--- src/rtl/draw_screen_mux.sv ---
// Screen selector: picks one of N_SRC timing-aligned VGA sources, registers it,
// and switches sources only at a frame boundary with a fade through black.
module draw_screen_mux #(
    parameter int N_SRC      = 4,
    parameter int SEL_W      = 2,
    parameter int COUNT_W    = 11,
    parameter int RGB_W      = 12,
    parameter int FADE_SHIFT = 2,
    parameter int RESET_SEL  = 0
) (
    input  logic                     clk,
    input  logic                     rst,
    input  logic [SEL_W-1:0]         sel_req,
    input  logic [N_SRC*COUNT_W-1:0] src_hcount,
    input  logic [N_SRC*COUNT_W-1:0] src_vcount,
    input  logic [N_SRC-1:0]         src_hsync,
    input  logic [N_SRC-1:0]         src_vsync,
    input  logic [N_SRC-1:0]         src_hblnk,
    input  logic [N_SRC-1:0]         src_vblnk,
    input  logic [N_SRC*RGB_W-1:0]   src_rgb,
    output logic [COUNT_W-1:0]       out_hcount,
    output logic [COUNT_W-1:0]       out_vcount,
    output logic                     out_hsync,
    output logic                     out_vsync,
    output logic                     out_hblnk,
    output logic                     out_vblnk,
    output logic [RGB_W-1:0]         out_rgb,
    output logic [SEL_W-1:0]         active_sel,
    output logic                     busy
);

    localparam int CH_W    = RGB_W / 3;
    localparam int LVL_W   = FADE_SHIFT + 1;
    localparam int LVL_MAX = 1 << FADE_SHIFT;
    localparam int PROD_W  = CH_W + FADE_SHIFT + 1;

    typedef enum logic [1:0] {
        ST_SHOW,
        ST_FADE_OUT,
        ST_FADE_IN
    } state_t;

    state_t             r_state, w_state_nxt;
    logic [LVL_W-1:0]   r_level, w_level_nxt;
    logic [SEL_W-1:0]   r_active_sel, w_active_nxt;
    logic [SEL_W-1:0]   r_pending, w_pending_nxt;
    logic               r_busy;

    logic [COUNT_W-1:0] r_hcount, r_vcount;
    logic               r_hsync, r_vsync, r_hblnk, r_vblnk;
    logic [RGB_W-1:0]   r_rgb;

    logic [COUNT_W-1:0] w_hc, w_vc;
    logic               w_hs, w_vs, w_hb, w_vb;
    logic [RGB_W-1:0]   w_rgb, w_faded;
    logic [PROD_W-1:0]  w_prod;
    logic               w_frame_tick, w_req_valid;

    // Source select: a compare loop keeps the mux safe when N_SRC is not a power of two.
    always_comb begin
        // NOTE: every combinational output gets a default first so no latch is inferred.
        w_hc  = '0;
        w_vc  = '0;
        w_hs  = 1'b0;
        w_vs  = 1'b0;
        w_hb  = 1'b0;
        w_vb  = 1'b0;
        w_rgb = '0;
        for (int i = 0; i < N_SRC; i++) begin
            if (r_active_sel == SEL_W'(i)) begin
                w_hc  = src_hcount[i*COUNT_W +: COUNT_W];
                w_vc  = src_vcount[i*COUNT_W +: COUNT_W];
                w_hs  = src_hsync[i];
                w_vs  = src_vsync[i];
                w_hb  = src_hblnk[i];
                w_vb  = src_vblnk[i];
                w_rgb = src_rgb[i*RGB_W +: RGB_W];
            end
        end
    end

    assign w_frame_tick = (w_hc == '0) && (w_vc == '0);
    assign w_req_valid  = ({1'b0, sel_req} < (SEL_W+1)'(N_SRC));

    // Per-channel fade: product is wide enough that level == LVL_MAX returns c exactly.
    always_comb begin
        w_faded = '0;
        w_prod  = '0;
        for (int ch = 0; ch < 3; ch++) begin
            w_prod = PROD_W'(w_rgb[ch*CH_W +: CH_W]) * PROD_W'(r_level);
            w_faded[ch*CH_W +: CH_W] = CH_W'(w_prod >> FADE_SHIFT);
        end
    end

    always_comb begin
        w_state_nxt   = r_state;
        w_level_nxt   = r_level;
        w_active_nxt  = r_active_sel;
        w_pending_nxt = r_pending;
        case (r_state)
            ST_SHOW: begin
                if (w_frame_tick && w_req_valid && (sel_req != r_active_sel)) begin
                    w_pending_nxt = sel_req;
                    w_level_nxt   = r_level - LVL_W'(1);
                    // With FADE_SHIFT == 0 the first step already reaches black.
                    if (r_level == LVL_W'(1)) begin
                        w_active_nxt = sel_req;
                        w_state_nxt  = ST_FADE_IN;
                    end else begin
                        w_state_nxt  = ST_FADE_OUT;
                    end
                end
            end
            ST_FADE_OUT: begin
                if (w_req_valid) begin
                    w_pending_nxt = sel_req;
                end
                if (w_frame_tick) begin
                    w_level_nxt = r_level - LVL_W'(1);
                    if (r_level == LVL_W'(1)) begin
                        w_active_nxt = w_pending_nxt;
                        w_state_nxt  = ST_FADE_IN;
                    end
                end
            end
            ST_FADE_IN: begin
                if (w_frame_tick) begin
                    w_level_nxt = r_level + LVL_W'(1);
                    if (w_level_nxt == LVL_W'(LVL_MAX)) begin
                        w_state_nxt = ST_SHOW;
                    end
                end
            end
            default: begin
                w_state_nxt = ST_SHOW;
            end
        endcase
    end

    always_ff @(posedge clk) begin
        if (rst) begin
            // NOTE: sequential state uses non-blocking assignments so all registers update together.
            r_state      <= ST_SHOW;
            r_level      <= LVL_W'(LVL_MAX);
            r_active_sel <= SEL_W'(RESET_SEL);
            r_pending    <= SEL_W'(RESET_SEL);
            r_busy       <= 1'b0;
            r_hcount     <= '0;
            r_vcount     <= '0;
            r_hsync      <= 1'b0;
            r_vsync      <= 1'b0;
            r_hblnk      <= 1'b0;
            r_vblnk      <= 1'b0;
            r_rgb        <= '0;
        end else begin
            r_state      <= w_state_nxt;
            r_level      <= w_level_nxt;
            r_active_sel <= w_active_nxt;
            r_pending    <= w_pending_nxt;
            r_busy       <= (w_state_nxt != ST_SHOW);
            r_hcount     <= w_hc;
            r_vcount     <= w_vc;
            r_hsync      <= w_hs;
            r_vsync      <= w_vs;
            r_hblnk      <= w_hb;
            r_vblnk      <= w_vb;
            r_rgb        <= (w_hb || w_vb) ? '0 : w_faded;
        end
    end

    assign out_hcount = r_hcount;
    assign out_vcount = r_vcount;
    assign out_hsync  = r_hsync;
    assign out_vsync  = r_vsync;
    assign out_hblnk  = r_hblnk;
    assign out_vblnk  = r_vblnk;
    assign out_rgb    = r_rgb;
    assign active_sel = r_active_sel;
    assign busy       = r_busy;

endmodule

--- config.mk ---
export PLATFORM = sky130hd
export DESIGN_NAME = draw_screen_mux
export DESIGN_NICKNAME = d
export VERILOG_FILES = /design/src/rtl/draw_screen_mux.sv
export SDC_FILE = /design/constraint.sdc
export NUM_CORES = 1
export LEC_CHECK = 0
export ABC_AREA = 1
export BUFFER_PORTS_ARGS = -buffer_cell sky130_fd_sc_hd__buf_4
export CAP_MARGIN = 10
export CORE_UTILIZATION = 47
export DETAILED_ROUTE_END_ITERATION = 10
export PLACE_DENSITY = 0.82
export SLEW_MARGIN = 40
export SYNTH_ARGS = -nofsm -noshare
export SYNTH_HDL_FRONTEND = slang
export SYNTH_SLANG_ARGS = --single-unit
--- constraint.sdc ---
create_clock -name clk -period 7.42 [get_ports clk]
set_input_delay 0.742 -clock clk [delete_from_list [all_inputs] [get_ports clk]]
set_output_delay 0.742 -clock clk [all_outputs]
set_load 0.02 [all_outputs]
==> flow_metrics.tcl <==
set metrics [dict create \
    whs_path_depth 2 \
    worstSetupPathType "flop to flop" \
    setup_viol 0 \
    rows 30 \
    fmax_mhz 271 \
    vias 4328 \
    cts_hold_buf 0 \
    reg2reg_depth 16 \
    dr.first_iter.drc_count 299 \
    finalHoldViolations 0 \
    cts.sinks 46 \
    period_share_pct 49.7 \
    fp.dieArea_mm2 0.00764 \
    synth_nets 717 \
    syn_to_final_growth_pct 47.3 \
    wl_per_cell_um 15.1 \
    startpoint_type "flop" \
    holdCritPathClass "flop to flop" \
    post_dp_cell_area_mm2 0.00491 \
    reg2reg_slack_ns 3.73 \
    wl_met3_um 950 \
    clock_latency_ns 0.30 \
    utilization_pct 73.2 \
    relSlewSlack_pct 54.2 \
    globalRouteOverflowTotal 0 \
    rsz0062_at_grt "false" \
    drive_gt1_share_pct 31.3 \
    routabilityCongestion 0.935 \
    dp_slack_ns 3.65 \
    synthAdderAreaFrac_pct 11.1 \
    grt_max_degree 46 \
    top_layer "met4" \
    drc 0 \
    netlist_top_cells_area "dfxtp_1, nand2_1, nor2_1" \
    vdd_drop_max_mv 0.0933 \
    yosysTopAreaCellShare_pct 26.8 \
    synth-simple-area-share_pct 38.9 \
    clk_pin_slew_ns 0.09 \
    layout_commonest_cell "buf_4" \
    wl_met2_mm 6.13 \
    final_cell_area_mm2 0.00505 \
    grt_pass1_vias 3955 \
    final.fill_count 614 \
    cts_setup_buffers 0 \
    ios 197 \
    start_util_pct 49.7 \
    cp-end-kind "flop" \
    cap_violations 0 \
    synth_seq_cells 46 \
    netlist_area_mm2 0.00343 \
    n_antenna_cell 0 \
    grt_util_all_layers_pct 31.7 \
    synthMuxAreaShare_pct 0 \
    numCtsBuffers 5 \
    synth_edf_count 0 \
    viasPerCell 5.31 \
    die_x_um 87.4 \
    tightest_slew_ns 0.685 \
    min_from "active_sel[1]$_SDFFE_PP0P_" \
    synthXorXnorAreaFrac_pct 1.79 \
    slew_viol_final 0 \
    cts_htree_levels 2 \
    clock_skew_ns 0.0123 \
    synth_top_area_cell "dfxtp_1" \
    dr.pass1.iters 6 \
    powerDensity_mw_per_mm2 124 \
    wl_mm 12.3 \
    antenna_found_initial 0 \
    timing.rr.start "active_sel[1]$_SDFFE_PP0P_" \
    syn_avg_cell_area_um2 6.40 \
    synth.distinct_cells 33 \
    wl_met1_mm 4.90 \
    die_h_um 87.4 \
    root_buffer "clkbuf_8" \
    yosysSeqAreaShare_pct 26.8 \
    io_buffer_count 196 \
    async_flop_share_pct 0 \
    holdPathEnd "active_sel[1]$_SDFFE_PP0P_" \
    p_leak_uw 0.00271 \
    grt_pass1_wl_mm 18.6 \
    fin_nets 899 \
    cts_tree "done" \
    yosys_warnings 0 \
    worstPathMaxFanout 31 \
    status "finished, final reports clean" \
    netlist_instances 536 \
    synth_top_family_by_area "simple AND/OR/NAND/NOR gates" \
    arrival_ns 3.88 \
    layout_common_cells "buf_4, nand2_1, nor2_1" \
    worst_r2r_endpoint "out_rgb[11]$_SDFF_PP0_" \
    drtAntennaViolNets 0 \
    clk_path_buf_depth 2 \
    fin_setup_tns_ns 0 \
    finalWorstPathRequiredPeriod_ns 3.69 \
    layout_setup_ws_ns 3.73 \
    cp_data_required_time_ns 7.61 \
    dp_hpwl_mm 9.63 \
    cts.repair.resized 0 \
    synth_compound_area_share_pct 10.9 \
    synth_flop_cell "dfxtp_1" \
    core_area_mm2 0.00691 \
]
-- critical path, cell delays in order (launching register included) --
cell and delay, ns:
dfxtp_1 0.40, buf_4 0.35, inv_2 0.31, nor2_2 0.45, inv_1 0.18, o22ai_1 0.15
nor2_1 0.05, a21oi_1 0.22, nor2_1 0.10, fa_1 0.37, ha_1 0.34, a21oi_1 0.17
nand2_1 0.08, xnor2_1 0.13, inv_1 0.06, o21ai_0 0.16, a21oi_1 0.06
-- layer usage --
layer  up-vias  GRT usage [%]
met3        30           4.64
li1       2092              -
met4         0           13.9
met2       240           55.3
met5         -              0
met1      1966           38.7
-- final cells by class --
type	instances	area, µm²	area share, %
well taps	96	120	2.38
clock inverters	2	60.1	1.19
repair buffers	197	1480	29.3
multi-input cells	405	2150	42.6
flip-flops and latches	46	925	18.3
clock buffers	6	82.6	1.63
inverters	63	236	4.68
-- registers in the layout, indices dropped and copies added (netlist names) --
name / flops
active_sel: 2
busy: 1
out_hblnk: 1
out_hcount: 11
out_hsync: 1
out_rgb: 12
out_vblnk: 1
out_vcount: 11
out_vsync: 1
r_level: 3
r_state: 2
-- per-stage QoR --
stage | power [µW] | instances | hold slack, ns
2_1_floorplan | 314 | 536 | 0.506
3_3_place_gp | 402 | 807 | 0.517
3_5_place_dp | 403 | 807 | 0.529
4_1_cts | 630 | 815 | 0.540
5_1_grt | 652 | 815 | 0.600
6_report | 629 | 815 | 0.546
-- how the worst max path moves through the flow --
stage	startpoint	end	slack (ns)
finish	active_sel[1]$_SDFFE_PP0P_	out_rgb[11]$_SDFF_PP0_	3.73
global route	active_sel[1]$_SDFFE_PP0P_	out_rgb[6]$_SDFF_PP0_	3.41
CTS	active_sel[0]$_SDFFE_PP0P_	out_rgb[10]$_SDFF_PP0_	3.63
detailed placement	active_sel[0]$_SDFFE_PP0P_	out_rgb[10]$_SDFF_PP0_	3.65
global placement	active_sel[0]$_SDFFE_PP0P_	out_rgb[7]$_SDFF_PP0_	3.79
floorplan	active_sel[0]$_SDFFE_PP0P_	out_rgb[10]$_SDFF_PP0_	4.47
-- report_power, final --
part / switching [µW] / internal [µW]
Combinational: 60.2 / 79.3
Sequential: 3.00 / 256
Clock: 87.3 / 144
-- synth_stat cells, drive strengths merged (8+ instances only) --
library cell and n:
nand3 58, nor2 89, clkbuf 8, nand4 17, fa 9, a21oi 14, ha 16, or2 12
buf 14, inv 62, nand2 125, dfxtp 46, o21ai 38
-- cells by family (layout without fill, tap and decap cells) --
kind of cell	after synthesis	in the layout
simple gates	306	306
xor+xnor	7	7
fa+ha+maj	25	25
compound gates	67	67
flops	46	46
buf+inv	85	268
Note: power is estimated with default switching activity, not from simulation.
